$ cat src/rtl/neuron_mac_seq.sv
// Sequential single-neuron multiply-accumulate controller.
// All arithmetic runs on an external combinational ALU. The optional ReLU clamps the final sum.
module neuron_mac_seq #(
    parameter int unsigned CNT_W = 4
) (
    input  logic             clk,
    input  logic             rst,
    input  logic             start,
    input  logic [CNT_W-1:0] num_inputs,
    input  logic [15:0]      bias,
    input  logic             relu_en,
    input  logic             in_valid,
    output logic             in_ready,
    input  logic [15:0]      x_in,
    input  logic [15:0]      w_in,
    output logic [15:0]      alu_op1,
    output logic [15:0]      alu_op2,
    output logic             alu_en,
    output logic [1:0]       alu_op_sel,
    input  logic [15:0]      alu_result,
    output logic             out_valid,
    input  logic             out_ready,
    output logic [15:0]      out_data,
    output logic             busy
);

    localparam logic [2:0] IDLE    = 3'd0;
    localparam logic [2:0] WAIT_IN = 3'd1;
    localparam logic [2:0] MUL     = 3'd2;
    localparam logic [2:0] ADD     = 3'd3;
    localparam logic [2:0] DONE    = 3'd4;

    localparam logic [1:0] OP_ADD = 2'b00;
    localparam logic [1:0] OP_MUL = 2'b10;

    logic [2:0]       state_q, state_d;
    logic [15:0]      acc_q, acc_d;
    logic [15:0]      prod_q, prod_d;
    logic [15:0]      x_reg_q, x_reg_d;
    logic [15:0]      w_reg_q, w_reg_d;
    logic [CNT_W-1:0] cnt_q, cnt_d;
    logic [CNT_W-1:0] tgt_q, tgt_d;
    logic             relu_en_q, relu_en_d;
    logic [CNT_W-1:0] cnt_inc;

    assign cnt_inc = cnt_q + CNT_W'(1);

    always_comb begin
        state_d   = state_q;
        acc_d     = acc_q;
        prod_d    = prod_q;
        x_reg_d   = x_reg_q;
        w_reg_d   = w_reg_q;
        cnt_d     = cnt_q;
        tgt_d     = tgt_q;
        relu_en_d = relu_en_q;
        case (state_q)
            IDLE: begin
                if (start) begin
                    acc_d     = bias;
                    relu_en_d = relu_en;
                    if (num_inputs != '0) begin
                        cnt_d   = '0;
                        tgt_d   = num_inputs;
                        state_d = WAIT_IN;
                    end else begin
                        state_d = DONE;
                    end
                end
            end
            WAIT_IN: begin
                if (in_valid) begin
                    x_reg_d = x_in;
                    w_reg_d = w_in;
                    state_d = MUL;
                end
            end
            MUL: begin
                prod_d  = alu_result;
                state_d = ADD;
            end
            ADD: begin
                acc_d   = alu_result;
                cnt_d   = cnt_inc;
                state_d = (cnt_inc == tgt_q) ? DONE : WAIT_IN;
            end
            DONE: begin
                if (out_ready) begin
                    state_d = IDLE;
                end
            end
            default: state_d = IDLE;
        endcase
    end

    always_ff @(posedge clk or posedge rst) begin
        if (rst) begin
            state_q   <= IDLE;
            acc_q     <= '0;
            prod_q    <= '0;
            x_reg_q   <= '0;
            w_reg_q   <= '0;
            cnt_q     <= '0;
            tgt_q     <= '0;
            relu_en_q <= 1'b0;
        end else begin
            state_q   <= state_d;
            acc_q     <= acc_d;
            prod_q    <= prod_d;
            x_reg_q   <= x_reg_d;
            w_reg_q   <= w_reg_d;
            cnt_q     <= cnt_d;
            tgt_q     <= tgt_d;
            relu_en_q <= relu_en_d;
        end
    end

    // Outputs decode from the registered state only, so reset zeroes them immediately.
    always_comb begin
        in_ready   = 1'b0;
        alu_en     = 1'b0;
        alu_op_sel = 2'b00;
        alu_op1    = '0;
        alu_op2    = '0;
        out_valid  = 1'b0;
        out_data   = '0;
        case (state_q)
            WAIT_IN: in_ready = 1'b1;
            MUL: begin
                alu_en     = 1'b1;
                alu_op_sel = OP_MUL;
                alu_op1    = x_reg_q;
                alu_op2    = w_reg_q;
            end
            ADD: begin
                alu_en     = 1'b1;
                alu_op_sel = OP_ADD;
                alu_op1    = acc_q;
                alu_op2    = prod_q;
            end
            DONE: begin
                out_valid = 1'b1;
                out_data  = (relu_en_q && acc_q[15]) ? 16'h0000 : acc_q;
            end
            default: ;
        endcase
    end

    assign busy = (state_q != IDLE);

endmodule

$ cat config.mk
export PLATFORM = sky130hd
export DESIGN_NAME = neuron_mac_seq
export DESIGN_NICKNAME = d
export VERILOG_FILES = /design/src/rtl/neuron_mac_seq.sv
export SDC_FILE = /design/constraint.sdc
export NUM_CORES = 1
export LEC_CHECK = 0
export ABC_CLOCK_PERIOD_IN_PS = 3270
export CAP_MARGIN = 15
export CORE_MARGIN = 1.5
export CORE_UTILIZATION = 30
export CTS_CLUSTER_SIZE = 12
export DETAILED_ROUTE_END_ITERATION = 12
export PLACE_DENSITY = 0.66
export SYNTH_ARGS = -nofsm -noshare
export SYNTH_HDL_FRONTEND = slang
export SYNTH_SLANG_ARGS = --single-unit
$ cat constraint.sdc
create_clock -name clk -period 3.27 [get_ports clk]
set_input_delay 0.654 -clock clk [delete_from_list [all_inputs] [get_ports clk]]
set_output_delay 0.654 -clock clk [all_outputs]
set_load 0.02 [all_outputs]
======== Yosys cells after proc, flatten, opt, wreduce, memory -nomap -nowiden ========
Index checks and enable logic that the tools add are counted.
operators by class
  add/sub/neg operators ................... 1
  $mul .................................... 0
  div/mod/pow operators ................... 0
  $lt $le $gt $ge ......................... 0
  equality and inequality tests ........... 9
  shift-type cells ........................ 0
  mux-type cells .......................... 19
  bitwise gates (word level) .............. 0
  reductions and logical operators ........ 12
operators with widths
  kind                                                                    count
  16-bit one-hot mux with 2 select lines                                  3
  16-bit 2-to-1 mux                                                       3
  3-bit 2-to-1 mux                                                        5
  3-bit one-hot mux with 5 select lines                                   1
  3-bit AND reduction                                                     3
  4-bit 2-to-1 mux                                                        2
  2-bit != test (second input constant)                                   4
  4-bit one-hot mux with 2 select lines                                   1
  3-bit by 2-bit equality test with 1-bit output (second input constant)  2
  2-bit AND reduction                                                     3
  4-bit by 1-bit adder with 4-bit output (second input constant)          1
  4-bit equality test                                                     1
  4-bit nonzero test                                                      1
  3-bit by 1-bit equality test with 1-bit output (second input constant)  1
  3-bit equality test (second input constant)                             1
  3-bit logical NOT                                                       1
  1-bit 2-to-1 mux                                                        3
  3-bit nonzero test                                                      1
  2-bit 2-to-1 mux                                                        1
  2-bit nonzero test                                                      1
  2-bit OR reduction                                                      1
  1-bit logical AND                                                       1
word-level totals
  bits in registers ....................... 76
  latch bits .............................. 0
  RAM bits ................................ 0
  ROM bits ................................ 0
  bits of input ports ..................... 74
  word-level logic and storage cells ...... 49
  memories kept ........................... 0

======== Logic depth before layout (Yosys ltp) ========
  word-level depth ........................ 4
  depth in mapped cells ................... 6

======== Worst setup path after synthesis ========
OpenSTA, ideal clock, no wires.
  kind .................................... register to output
  start ................................... register state_q[0]
  end ..................................... output out_data[10]
  arrival ................................. 1.482 ns
  data required time ...................... 2.616 ns
  slack ................................... 1.134 ns
  stages on the path, launching flop included .. 6
  path buffers ............................ 2
  cells stage by stage .................... dfrtp_1 buf_2 or3b_1 a21oi_2 buf_2 and2_1
between the ends
  word-level cells in the longest chain between the ends .. 2
RTL lines
  item                    line  RTL
  start, declared         36    logic [2:0] state_q, state_d;
  start signal, assigned  107   state_q <= state_d;
  3-bit equality test     127   case (state_q)
  16-bit 2-to-1 mux       127
  end, declared           23    output logic [15:0] out_data,
No other way between the ends.

======== Worst setup path in the final report ========
  start ................................... register state_q[2]
  end ..................................... output out_data[13]
The elaborated chain is that of the path after synthesis.

==> flow_metrics.tcl <==
set metrics [dict create \
    critPathKind "register to primary output" \
    avgSynthCellArea_um2 11.10 \
    slew_headroom_pct 48.23 \
    power.density_mw_per_mm2 950.3 \
    cts_tree "yes" \
    finalHoldViolations 0 \
    power_switching_mw 1.989 \
    fin_setup_tns_ps 0 \
    path_clk_slew_ps 60 \
    cpPeakStageDelay_ps 600 \
    min_path_cells 1 \
    critPathMaxFanout 11 \
    cts-htree-levels 3 \
    comb_power_share_pct 49.4 \
    maxCapViolCount 0 \
    cp_data_required_time_ps 2620 \
    holdWs_ps 493.8 \
    first_iter_violations 110 \
    power_frac_seq_pct 32.6 \
    insertion_delay_ps 330 \
    r2r-start "state_q[0]" \
    io_buffers 126 \
    clockBufferDepth 2 \
    synth_flop_cell "dfrtp_1" \
    ant_nets 0 \
    worst_setup_path_start_kind "register" \
    layout-drive-gt1-share_pct 18.24 \
    synthToLayoutAreaGrowth_pct 45.73 \
    peakVddDrop_mv 0.3974 \
    dieArea_mm2 0.01357 \
    nFillCells 1224 \
    min_to "prod_q[7]" \
    synthTopCellsByArea "dfrtp_1, mux2_2, mux2i_1" \
    clock_sinks 76 \
    ys_seq_elements 76 \
    fmax_mhz 323.3 \
    wl_um 10650 \
    cts_setup_buffers 0 \
    grt_pass1_wl_um 16460 \
    cp-end-kind "primary output" \
    drc 0 \
    synth_edf_count 0 \
    fin_crit_sh_pct 94.59 \
    postSynthCellCount 348 \
    ios 128 \
    wl_per_cell_um 16.41 \
    leakage_nw 2.407 \
    synth.most_common_cell "dfrtp_1" \
    ys_types 45 \
    worstRegToRegCells 5 \
    arrival_ps 2440 \
    grt_max_degree 46 \
    async_flop_share_pct 100.0 \
    fin_nets 549 \
    diodes 0 \
    ctsHoldBuffers 0 \
    ff_latch_area_mm2 0.001904 \
    die_y_um 116.5 \
    p_clk_share_pct 17.9 \
    yosysWarningCount 0 \
    period_needed_ps 3093 \
    synth_area_mm2 0.003864 \
    synth_top_area_cell "dfrtp_1" \
    die_w_um 116.5 \
    yosysSeqAreaShare_pct 49.22 \
    r2r-end "x_reg_q[10]" \
    crit_slowest_cell "clkdlybuf4s50_1" \
    place.gp.congestion 0.8494 \
    via_count 3042 \
    synth.top_cell.area_share_pct 49.22 \
    rsz0062_at_grt "no" \
    worst_clock_skew_ps 6.446 \
    multi_input_area_mm2 0.001823 \
    initial_core_util_pct 30.74 \
    ff2ff_setup_slack_ps 830 \
    hold_path.startpoint "prod_q[7]" \
    status "finished, final reports clean" \
    hold_class "register to register" \
    critical_path.cell_chain "or3b_1, a21oi_4, buf_4, and2_1, clkdlybuf4s50_1" \
    grt_usage_pct 16.12 \
    viasPerCell 4.687 \
    num_rows 41 \
    drt_first_pass_iters 4 \
    switching_share_pct 37.17 \
    final_max_slew_viol_count 0 \
    p_int_mw 3.362 \
    root_buffer "clkbuf_16" \
    dp_hpwl_um 7671 \
    synth_commonest_cells "dfrtp_1, nor2_1, mux2_2" \
    core_mm2 0.01257 \
    worst_slew_pin_slew_ps 770.1 \
    grt_pass1_vias 3127 \
    antenna_found_initial 0 \
    grt-ovfl-total 0 \
    synthesis.nets 423 \
    finalSetupViolCount 0 \
    cts_inserted_buffers 9 \
]
-- registers in the layout, indices dropped and copies added (netlist names) --
name / count
tgt_q: 4
cnt_q: 4
x_reg_q: 16
state_q: 3
acc_q: 16
relu_en_q: 1
prod_q: 16
w_reg_q: 16
-- critical path, delay by kind of cell (launching register included) --
family / cells / cell delay [ps]
simple gates: 2 / 590
compound gates: 1 / 250
buf+inv: 2 / 780
flops: 1 / 490
-- per-stage QoR --
stage               total power [mW]  cells  worst slack [ps]  util (%)  cell area, um^2
finish                         5.351    649             177.1     44.80             5630
global route                   5.699    649             71.04     44.80             5630
CTS                            5.412    649             59.85     44.79             5629
detailed placement             4.419    635             318.9     42.50             5341
global placement               4.359    635             360.5     42.50             5341
floorplan                      3.454    348             677.7         -             3864
-- how the worst max path moves through the flow --
stage                from            to  slack, ps  depth (start not counted)
6_report       state_q[2]  out_data[13]        180                          5
5_1_grt        state_q[2]  out_data[12]         70                          5
4_1_cts        state_q[2]  out_data[13]         60                          5
3_5_place_dp   state_q[2]  out_data[13]        320                          5
3_3_place_gp   state_q[2]   out_data[2]        360                          5
2_1_floorplan         rst      acc_q[0]        680                          1
-- layout make-up --
cell class / count / share of cell area [%]
flip-flops and latches: 76 / 33.82
repair buffers: 139 / 24.58
well taps: 172 / 3.822
clock inverters: 5 / 0.9778
clock buffers: 9 / 4.000
inverters: 6 / 0.4222
multi-input cells: 242 / 32.38
-- kinds of logic after synthesis --
kind of cell	count (synthesis)	share of synthesized area [%]
adders and majority gates	1	0.3238
and+or+nand+nor	122	15.64
buffers and inverters	30	3.951
AOI/OAI and AO/OA	27	4.501
other	1	0.09706
xor gates and xnor gates	5	1.878
muxes	86	24.38
DFF	76	49.22
-- power by group through the flow --
stage / registers (mW) / clock network [mW] / logic, mW
2_1_floorplan: 1.63 / 0 / 1.82
3_3_place_gp: 1.74 / 0 / 2.62
3_5_place_dp: 1.75 / 0 / 2.66
4_1_cts: 1.75 / 0.985 / 2.68
5_1_grt: 1.81 / 1.03 / 2.86
6_report: 1.75 / 0.959 / 2.64
-- per-layer routing --
metal | vias up | track usage [%] | wire length, um | part of all wire (%)
met5 | - | 0 | 0 | 0
met4 | 0 | 5.122 | 166 | 1.6
met3 | 12 | 3.996 | 523 | 4.9
met2 | 76 | 26.51 | 5120 | 48
met1 | 1511 | 20.96 | 4838 | 45
li1 | 1443 | - | - | -
-- timing repair --
| item | CTS | global route |
|---|---|---|
| pin swaps | 0 | 0 |
| setup endpoints to repair | 11 | 11 |
| resized for setup | 1 | 1 |
-- placed cells by master (no fill, tap or decap), types with 2 or more instances in the layout --
master,Yosys,routed
inv_1,6,5
mux2_1,4,4
and3_1,2,2
buf_4,2,11
a21oi_1,2,2
buf_12,0,2
nand2_1,39,39
nand2b_1,2,2
mux2_4,4,4
clkinv_2,0,3
mux2i_1,33,33
clkdlybuf4s50_1,0,126
a31oi_1,17,17
nor2_1,49,49
clkbuf_16,0,9
nand4_1,2,2
mux2_2,45,45
o22ai_1,2,2
clkinvlp_4,0,2
xnor2_1,2,2
dfrtp_1,76,74
dfrtp_2,0,2
and2_1,15,15
Note: power is estimated with default switching activity, not from simulation.
